**src/rtl/fifo_pkg.sv**
```systemverilog
// Shared helpers for the elastic random-access FIFO: address-width math and
// elaboration-time parameter sanity checks.
package fifo_pkg;

  function automatic int unsigned clog2(input int unsigned n);
    int unsigned r;
    int unsigned v;
    r = 0;
    v = (n > 0) ? n - 1 : 0;
    while (v > 0) begin
      r = r + 1;
      v = v >> 1;
    end
    return r;
  endfunction

  function automatic bit is_pow2_min4(input int unsigned n);
    return (n >= 4) && ((n & (n - 1)) == 0);
  endfunction

  function automatic bit levels_ok(input int unsigned depth, input int unsigned af_level,
                                   input int unsigned ae_level);
    return (af_level <= depth) && (ae_level < depth);
  endfunction

endpackage

```
**src/rtl/fifo_ram_1w2r.sv**
```systemverilog
// DEPTH x DATA_W storage with one synchronous write port and two independent
// synchronous read ports; read registers hold when their enable is low.
module fifo_ram_1w2r #(
  parameter int unsigned DATA_W = 8,
  parameter int unsigned DEPTH  = 32,
  parameter int unsigned AW     = 5
) (
  input  logic              clk_i,
  input  logic              rst_i,
  input  logic              we_i,
  input  logic [AW-1:0]     waddr_i,
  input  logic [DATA_W-1:0] wdata_i,
  input  logic              re_a_i,
  input  logic [AW-1:0]     raddr_a_i,
  output logic [DATA_W-1:0] rdata_a_o,
  input  logic              re_b_i,
  input  logic [AW-1:0]     raddr_b_i,
  output logic [DATA_W-1:0] rdata_b_o
);

  logic [DATA_W-1:0] mem [DEPTH];
  logic [DATA_W-1:0] rdata_a_q;
  logic [DATA_W-1:0] rdata_b_q;

  // Storage is never cleared; only the read registers see reset.
  always_ff @(posedge clk_i) begin
    if (we_i) begin
      mem[waddr_i] <= wdata_i;
    end
  end

  // Reads return pre-edge contents, so a same-slot write is not visible yet.
  always_ff @(posedge clk_i) begin
    if (rst_i) begin
      rdata_a_q <= '0;
      rdata_b_q <= '0;
    end else begin
      if (re_a_i) rdata_a_q <= mem[raddr_a_i];
      if (re_b_i) rdata_b_q <= mem[raddr_b_i];
    end
  end

  assign rdata_a_o = rdata_a_q;
  assign rdata_b_o = rdata_b_q;

endmodule

```
**src/rtl/elastic_ra_fifo.sv**
```systemverilog
// Synchronous FIFO with a second read port that peeks any occupied entry relative
// to the head without popping it; flush, thresholds and error pulses included.
module elastic_ra_fifo
  import fifo_pkg::*;
#(
  parameter int unsigned DATA_W   = 8,
  parameter int unsigned DEPTH    = 32,
  parameter int unsigned AF_LEVEL = 28,
  parameter int unsigned AE_LEVEL = 4
) (
  input  logic                     clk,
  input  logic                     rst,
  input  logic                     flush,
  input  logic                     wr_en,
  input  logic [DATA_W-1:0]        data_in,
  input  logic                     rd_en,
  output logic [DATA_W-1:0]        data_out,
  input  logic                     peek_en,
  input  logic [clog2(DEPTH)-1:0]  peek_idx,
  output logic [DATA_W-1:0]        peek_data,
  output logic                     peek_valid,
  output logic                     buf_empty,
  output logic                     buf_full,
  output logic                     almost_full,
  output logic                     almost_empty,
  output logic [clog2(DEPTH):0]    counter,
  output logic                     wr_err,
  output logic                     rd_err
);

  localparam int unsigned AW   = clog2(DEPTH);
  localparam int unsigned CntW = AW + 1;

  localparam logic [AW-1:0]   PtrOne   = AW'(1);
  localparam logic [CntW-1:0] CntOne   = CntW'(1);
  localparam logic [CntW-1:0] CntFull  = CntW'(DEPTH);
  localparam logic [CntW-1:0] CntAf    = CntW'(AF_LEVEL);
  localparam logic [CntW-1:0] CntAe    = CntW'(AE_LEVEL);

  if (!is_pow2_min4(DEPTH)) begin : g_bad_depth
    $error("elastic_ra_fifo: DEPTH must be a power of two and at least 4");
  end
  if (!levels_ok(DEPTH, AF_LEVEL, AE_LEVEL)) begin : g_bad_levels
    $error("elastic_ra_fifo: AF_LEVEL must be <= DEPTH and AE_LEVEL < DEPTH");
  end

  logic [AW-1:0]   wr_ptr_q, wr_ptr_d;
  logic [AW-1:0]   rd_ptr_q, rd_ptr_d;
  logic [CntW-1:0] cnt_q, cnt_d;
  logic            wr_err_q, wr_err_d;
  logic            rd_err_q, rd_err_d;
  logic            peek_valid_q, peek_valid_d;

  logic            pop_ok;
  logic            push_ok;
  logic            peek_ok;
  logic [AW-1:0]   peek_addr;

  // A pop frees a slot in the same edge, so a full FIFO still takes a paired push.
  assign pop_ok    = rd_en & (cnt_q != '0);
  assign push_ok   = wr_en & ((cnt_q != CntFull) | pop_ok);
  assign peek_ok   = peek_en & ({1'b0, peek_idx} < cnt_q);
  assign peek_addr = rd_ptr_q + peek_idx;

  always_comb begin
    wr_ptr_d     = wr_ptr_q;
    rd_ptr_d     = rd_ptr_q;
    cnt_d        = cnt_q;
    wr_err_d     = 1'b0;
    rd_err_d     = 1'b0;
    peek_valid_d = 1'b0;
    if (flush) begin
      wr_ptr_d = '0;
      rd_ptr_d = '0;
      cnt_d    = '0;
    end else begin
      if (push_ok) wr_ptr_d = wr_ptr_q + PtrOne;
      if (pop_ok)  rd_ptr_d = rd_ptr_q + PtrOne;
      unique case ({push_ok, pop_ok})
        2'b10:   cnt_d = cnt_q + CntOne;
        2'b01:   cnt_d = cnt_q - CntOne;
        default: cnt_d = cnt_q;
      endcase
      wr_err_d     = wr_en & ~push_ok;
      rd_err_d     = rd_en & ~pop_ok;
      peek_valid_d = peek_ok;
    end
  end

  always_ff @(posedge clk) begin
    if (rst) begin
      wr_ptr_q     <= '0;
      rd_ptr_q     <= '0;
      cnt_q        <= '0;
      wr_err_q     <= 1'b0;
      rd_err_q     <= 1'b0;
      peek_valid_q <= 1'b0;
    end else begin
      wr_ptr_q     <= wr_ptr_d;
      rd_ptr_q     <= rd_ptr_d;
      cnt_q        <= cnt_d;
      wr_err_q     <= wr_err_d;
      rd_err_q     <= rd_err_d;
      peek_valid_q <= peek_valid_d;
    end
  end

  // Flush blocks every RAM access so data_out and peek_data hold across it.
  fifo_ram_1w2r #(
    .DATA_W (DATA_W),
    .DEPTH  (DEPTH),
    .AW     (AW)
  ) u_ram (
    .clk_i     (clk),
    .rst_i     (rst),
    .we_i      (push_ok & ~flush & ~rst),
    .waddr_i   (wr_ptr_q),
    .wdata_i   (data_in),
    .re_a_i    (pop_ok & ~flush),
    .raddr_a_i (rd_ptr_q),
    .rdata_a_o (data_out),
    .re_b_i    (peek_ok & ~flush),
    .raddr_b_i (peek_addr),
    .rdata_b_o (peek_data)
  );

  assign counter      = cnt_q;
  assign buf_empty    = (cnt_q == '0);
  assign buf_full     = (cnt_q == CntFull);
  assign almost_full  = (cnt_q >= CntAf);
  assign almost_empty = (cnt_q <= CntAe);
  assign wr_err       = wr_err_q;
  assign rd_err       = rd_err_q;
  assign peek_valid   = peek_valid_q;

endmodule

```
**config.mk**
```make
export PLATFORM = sky130hd
export DESIGN_NAME = elastic_ra_fifo
export DESIGN_NICKNAME = d
export VERILOG_FILES = /design/src/rtl/fifo_pkg.sv /design/src/rtl/fifo_ram_1w2r.sv /design/src/rtl/elastic_ra_fifo.sv
export SDC_FILE = /design/constraint.sdc
export NUM_CORES = 1
export LEC_CHECK = 0
export CAP_MARGIN = 30
export CORE_MARGIN = 10
export CORE_UTILIZATION = 26
export CTS_BUF_LIST = sky130_fd_sc_hd__clkbuf_4 sky130_fd_sc_hd__clkbuf_8
export CTS_CLUSTER_SIZE = 8
export DETAILED_ROUTE_END_ITERATION = 8
export PLACE_DENSITY_LB_ADDON = 0.15
export SYNTH_ARGS = -nofsm -noshare
export SYNTH_HDL_FRONTEND = slang
export SYNTH_SLANG_ARGS = --single-unit
```
**constraint.sdc**
```tcl
create_clock -name clk -period 3 [get_ports clk]
set_input_delay 0.3 -clock clk [delete_from_list [all_inputs] [get_ports clk]]
set_output_delay 0.3 -clock clk [all_outputs]
set_load 0.005 [all_outputs]
```
==> results of run 1 <==
[metal layers]
layer	share of wire [%]	vias to the layer above	global-route usage, %	wire (um)
li1	-	3490	-	-
met1	45	4252	17.9	19300
met2	49	201	22.4	20900
met3	3.9	59	2.16	1690
met4	1.9	0	3.72	803
met5	0	-	0	0
[cell usage after synthesis (all sizes together)]
| cell type | number |
|---|---|
| xnor2 | 9 |
| dfxtp | 35 |
| or2 | 1 |
| nor2 | 61 |
| nand3 | 2 |
| buf | 23 |
| mux4 | 137 |
| a41oi | 1 |
| or3b | 2 |
| nand4 | 4 |
| or4 | 1 |
| o41ai | 7 |
| xor2 | 9 |
| and3 | 2 |
| a2111oi | 7 |
| edfxtp | 256 |
| nand2 | 20 |
| or3 | 1 |
| and2 | 1 |
| nand2b | 2 |
| nor4 | 2 |
| a31o | 1 |
| ha | 17 |
| fa | 2 |
| o22ai | 8 |
| clkbuf | 26 |
| mux2i | 53 |
| nor4b | 1 |
| a21o | 5 |
| a21oi | 10 |
| o31ai | 1 |
| o221a | 1 |
| a211oi | 9 |
| o21ai | 3 |
| or2b | 1 |
| nand3b | 3 |
| nor2b | 24 |
| nand4b | 1 |
| inv | 12 |
| nor3 | 9 |
[flip-flops by register name, indices dropped and copies added, names as in the netlist]
register and cells:
u_ram.mem 256, u_ram.rdata_a_o 8, u_ram.rdata_b_o 8, counter 6
rd_ptr_q 5, wr_ptr_q 5, peek_valid 1, rd_err 1
wr_err 1
[logic make-up after synthesis]
family          synth area share (%)
mux                             26.2
simple gates                    4.94
flops                           60.8
fa+ha+maj                       1.83
buf+inv                         2.12
compound gates                  2.91
xor+xnor                        1.14
[through the flow]
| step | std cells | setup TNS, ps | total power, mW | hold WS [ps] | area [um^2] |
|---|---|---|---|---|---|
| 2_1_floorplan | 770 | 0 | 4.99 | 379 | 13800 |
| 3_3_place_gp | 1556 | -2900 | 5.41 | 438 | 15800 |
| 3_5_place_dp | 1556 | -2730 | 5.41 | 437 | 15800 |
| 4_1_cts | 1654 | 0 | 9.37 | 363 | 16900 |
| 5_1_grt | 1654 | 0 | 9.61 | 422 | 16900 |
| 6_report | 1655 | 0 | 9.20 | 444 | 16900 |
[final timing paths]
| path | from | endpoint | slack (ps) |
|---|---|---|---|
| worst max-delay path | rd_ptr_q[0] | u_ram.rdata_b_o[2] | 110 |
| worst min register to register | u_ram.rdata_a_o[3] | u_ram.rdata_a_o[3] | 450 |
| worst max register to register | rd_ptr_q[0] | u_ram.rdata_b_o[2] | 110 |
| worst min-delay path | wr_en | wr_err | 440 |
[where the power goes]
group	total, mW	leakage, nW	internal [mW]	switching, mW
clock network	3.89	0.586	2.19	1.70
logic	0.882	2.38	0.431	0.451
registers	4.44	2.59	4.42	0.0163
[layout make-up]
type	instances	area, um^2
flip-flops and latches	291	8400
clock buffers	83	998
inverters	12	45.0
well taps	688	861
clock inverters	15	93.8
multi-input cells	418	5160
repair buffers	147	1380
diodes	1	2.50
fillers	5131	35600
[placed cells by master, fill, tap and decap left out, drive strengths merged, types with 3 or more instances in the layout]
master	Yosys	layout
edfxtp	256	256
mux4	137	137
buf	23	100
clkbuf	26	83
nor2	61	61
mux2i	53	53
clkdlybuf4s50	0	47
dfxtp	35	35
nor2b	24	24
nand2	20	20
ha	17	17
clkinv	0	13
inv	12	12
a21oi	10	10
xor2	9	9
a211oi	9	9
nor3	9	9
xnor2	9	9
o22ai	8	8
a2111oi	7	7
o41ai	7	7
a21o	5	5
nand4	4	4
nand3b	3	3
o21ai	3	3
[worst max-delay path, delay by kind of cell, from the launching register on]
kind	cells	cell delay (ps)
AND/OR/NAND/NOR	1	190
flip-flops	1	360
adder cells (fa/ha/maj)	2	1030
multiplexers	3	620
AO/OA/AOI/OAI	1	150
buffers and inverters	2	450
[what timing repair did]
item                       CTS  global route
setup endpoints to repair    1             3
resized for setup            1             3
pin swaps                    0             0
hold buffers                 0             0
cloned                       0             0
buffers inserted             0             0
==> flow_summary.ini, run 1 <==
[synthesis]
synthCells = 770
ys_ff_latch = 291
synth.largest_area_cell = edfxtp_1
syn_avg_cell_area_um2 = 17.9
yosysTopAreaCellShare_pct = 55.7
syn_nets = 808
yosys_warnings = 0
seq_area_frac_synth_pct = 60.8
synthTopCellsByArea = edfxtp_1, mux4_2, dfxtp_1
ys_types = 49
syn-cell-area_mm2 = 0.0138

[placed_design]
place.gp.congestion = 0.734
numPortBuffers = 47
pre_cts_ws_ps = -458
place_hpwl_um = 27300

[drt]
drtIter0Drc = 528
wl_per_cell_um = 25.8
drt-total-wl_um = 42700
drtPass1Iterations = 4
via_per_inst = 4.84
num_vias = 8002
drc = 0
ant_nets = 0

[sta]
worst_pin_slew_ps = 876
post-route-min-period_ps = 2890
setup_viol = 0
hold_violations = 0
timing.fmax_mhz = 346
finalCritPeriodShare_pct = 96.5
setup_slack_ps = 106
fin_worst_skew_ps = 26.0
slew_headroom_pct = 41.3
report.final.slew_viol_count = 0
rsz0062_at_grt = false

[pwr]
p_leak_nw = 5.55
p_per_area_mw_per_mm2 = 543
ir_drop_mv = 0.257

[layout]
layout-drive-gt1-share_pct = 36.4
final_core_util_pct = 32.2
area_delta_synth_final_pct = 22.8
final_nets = 962

[clock_network]
cts_tree = built
cts.sinks = 291
cts_buffer_depth = 3
clk_pin_slew_ps = 60
root_buffer = clkbuf_8
clock_latency_ps = 630
cts_made_buffers = 54
cts_max_level = 2

[worst_hold_path]
hold_depth = 3
min_path_type = in2reg

[global_route]
antenna_found_initial = 1
grtUsageTotal_pct = 13.5
gr-total-overflow = 0
grt_first_pass_wirelength_um = 61700
grt_pass1_vias = 8520
grt_max_degree = 68

[flow_run]
cap_violations = 0

[worst_setup_path]
endpoint_kind = flip-flop
cp_max_fo = 13
max_stage_delay_ps = 870
r2r_cells = 9
cp_slowest_cell = fa_4
path_cells = ha_4 -> fa_4 -> buf_4 -> buf_4 -> mux4_2 -> mux2i_1 -> mux2i_2 -> o22ai_1 -> nor3_1
path_common_cell = buf_4
worstSetupPathType = reg2reg
cp.required_ps = 3530
arrival_ps = 3430
crit_path_start_kind = flip-flop

[run_status]
status = complete, no violations

[floorplanning]
die-width_um = 250
rows = 84
die_y_um = 250
start_util_pct = 26.2
dieArea_mm2 = 0.0627
core-area_mm2 = 0.0526
pin_count = 48
Note: power is estimated with default switching activity, not from simulation.
==> inputs of run 2 (changes only) <==
--- a/config.mk
+++ b/config.mk
@@ -11,6 +11,7 @@
 export CTS_BUF_LIST = sky130_fd_sc_hd__clkbuf_4 sky130_fd_sc_hd__clkbuf_8
 export CTS_CLUSTER_SIZE = 8
 export DETAILED_ROUTE_END_ITERATION = 8
+export MAX_ROUTING_LAYER = met4
 export PLACE_DENSITY_LB_ADDON = 0.15
 export SYNTH_ARGS = -nofsm -noshare
 export SYNTH_HDL_FRONTEND = slang
==> run 2 against run 1 <==
Worst setup slack better by 7.9 ps; die area stayed put; critical path depth stayed put; count of clock-buffer cells in the layout stayed put; via count is 0.27% lower; critical endpoint unchanged.
==> flow_summary.ini, run 2 (synthesis results as in run 1) <==
[run_status]
status = complete, no violations

[sta]
finalSetupTns_ps = 0
worst_pin_slew_ps = 873
fin_worst_skew_ps = 21.5
report.final.slew_viol_count = 0
finalCritPeriodShare_pct = 96.2
post-route-min-period_ps = 2890
setup_viol = 0
setup_slack_ps = 114
rsz0062_at_grt = false
hold_violations = 0
slew_headroom_pct = 41.5
timing.fmax_mhz = 346

[worst_hold_path]
min_path_type = reg2reg
hp-start = u_ram.rdata_a_o[3]
hold_depth = 2
min_to = u_ram.rdata_a_o[3]

[drt]
drtIter0Drc = 550
wl_per_cell_um = 25.8
ant_nets = 0
via_per_inst = 4.82
num_vias = 7980
drtPass1Iterations = 4
drc = 0
drt-total-wl_um = 42700

[worst_setup_path]
cp.required_ps = 3530
max_stage_delay_ps = 870
cp_top_family = adder cells
cp_max_fo = 13
arrival_ps = 3420
path_cells = ha_4 -> fa_4 -> buf_4 -> buf_4 -> mux4_2 -> mux2i_1 -> mux2i_2 -> o22ai_1 -> nor3_1
r2r_slack_ps = 110
worstSetupPathType = reg2reg
crit_buf_inv = 2
r2r-start = rd_ptr_q[0]
path_common_cell = buf_4
timing.rr.end = u_ram.rdata_b_o[2]
endpoint_kind = flip-flop
cp_slowest_cell = fa_4
crit_path_start_kind = flip-flop
r2r_cells = 9

[pwr]
seqPwrFrac_pct = 48.2
swShare_pct = 23.5
clkPwrFrac_pct = 42.2
internal-power_mw = 7.04
ir_drop_mv = 0.258
power_switching_mw = 2.16
p_per_area_mw_per_mm2 = 543
power_frac_comb_pct = 9.6
p_leak_nw = 5.55

[floorplanning]
die-width_um = 250
die_y_um = 250
pin_count = 48
start_util_pct = 26.2
core-area_mm2 = 0.0526
rows = 84
dieArea_mm2 = 0.0627

[global_route]
grtUsageTotal_pct = 13.9
gr-total-overflow = 0
grt_first_pass_wirelength_um = 61600
grt_pass1_vias = 8487
grt_max_degree = 68
antenna_found_initial = 1

[placed_design]
pre_cts_ws_ps = -458
place.gp.congestion = 0.742
numPortBuffers = 47
place_hpwl_um = 27300

[clock_network]
postCtsHoldBufs = 0
cts_max_level = 2
clk_pin_slew_ps = 60
cts_tree = built
cts_buffer_depth = 3
cts.sinks = 291
cts_made_buffers = 54
root_buffer = clkbuf_8
postCtsSetupRepairBufs = 0
clock_latency_ps = 620

[layout]
final_cell_mix = edfxtp_1, mux4_2, buf_4
layout-drive-gt1-share_pct = 36.4
largest_register_ffs = 256
area_delta_synth_final_pct = 22.8
final_nets = 962
diodes = 0
largest-register = u_ram.mem
final_common_cell = edfxtp_1

[flow_run]
cap_violations = 0
[run 2: cell types whose count changed in the layout (fill, tap and decap cells not counted), sizes merged]
cell   before  now
diode       1    0
[run 2: repair_timing]
item,4_1_cts,5_1_grt
gates resized for setup,1,3
endpoints found under the setup margin,1,3
pin swaps,0,0
[run 2: routing by layer]
| metal | track usage, % | up-vias | wire length [um] | part of all wire, % |
|---|---|---|---|---|
| met5 | - | - | 0 | 0 |
| met1 | 18.0 | 4217 | 19200 | 45 |
| met2 | 22.3 | 214 | 20800 | 49 |
| li1 | - | 3491 | - | - |
| met3 | 2.13 | 58 | 1800 | 4.2 |
| met4 | 3.72 | 0 | 778 | 1.8 |
[run 2: layout make-up]
type	count	area, um^2
flip-flops and latches	291	8400
well taps	688	861
clock inverters	15	93.8
repair buffers	147	1380
fillers	5131	35600
clock buffers	83	998
inverters	12	45.0
multi-input cells	418	5160
[run 2: worst max path at each step]
stage | start | end | slack (ps) | depth (start not counted)
CTS | rd_ptr_q[0] | u_ram.rdata_b_o[2] | 40 | 8
detailed placement | peek_idx[0] | u_ram.rdata_b_o[2] | -460 | 10
finish | rd_ptr_q[0] | u_ram.rdata_b_o[2] | 110 | 9
global placement | peek_idx[0] | u_ram.rdata_b_o[2] | -480 | 9
global route | rd_ptr_q[0] | u_ram.rdata_b_o[2] | 30 | 8
floorplan | counter[0] | counter[5] | 310 | 10
[run 2: power groups by stage]
| stage | registers, mW | clock network (mW) | logic, mW |
|---|---|---|---|
| 2_1_floorplan | 4.52 | 0 | 0.474 |
| 3_3_place_gp | 4.52 | 0 | 0.891 |
| 3_5_place_dp | 4.52 | 0 | 0.891 |
| 4_1_cts | 4.44 | 4.03 | 0.895 |
| 5_1_grt | 4.44 | 4.23 | 0.944 |
| 6_report | 4.44 | 3.88 | 0.881 |
[run 2: per-stage QoR]
stage,utilization (%),hold slack (ps),area (um^2),std cells,total power [mW]
6_report,32.2,449,16900,1654,9.20
3_3_place_gp,30.1,438,15800,1556,5.41
5_1_grt,32.2,424,16900,1654,9.61
4_1_cts,32.2,363,16900,1654,9.37
2_1_floorplan,-,379,13800,770,4.99
3_5_place_dp,30.1,437,15800,1556,5.41
[run 2: worst min-delay path, cell delays in order, from the launching register on]
cell and delay, ps:
dfxtp_1 310, nand2_1 50, o21ai_1 50
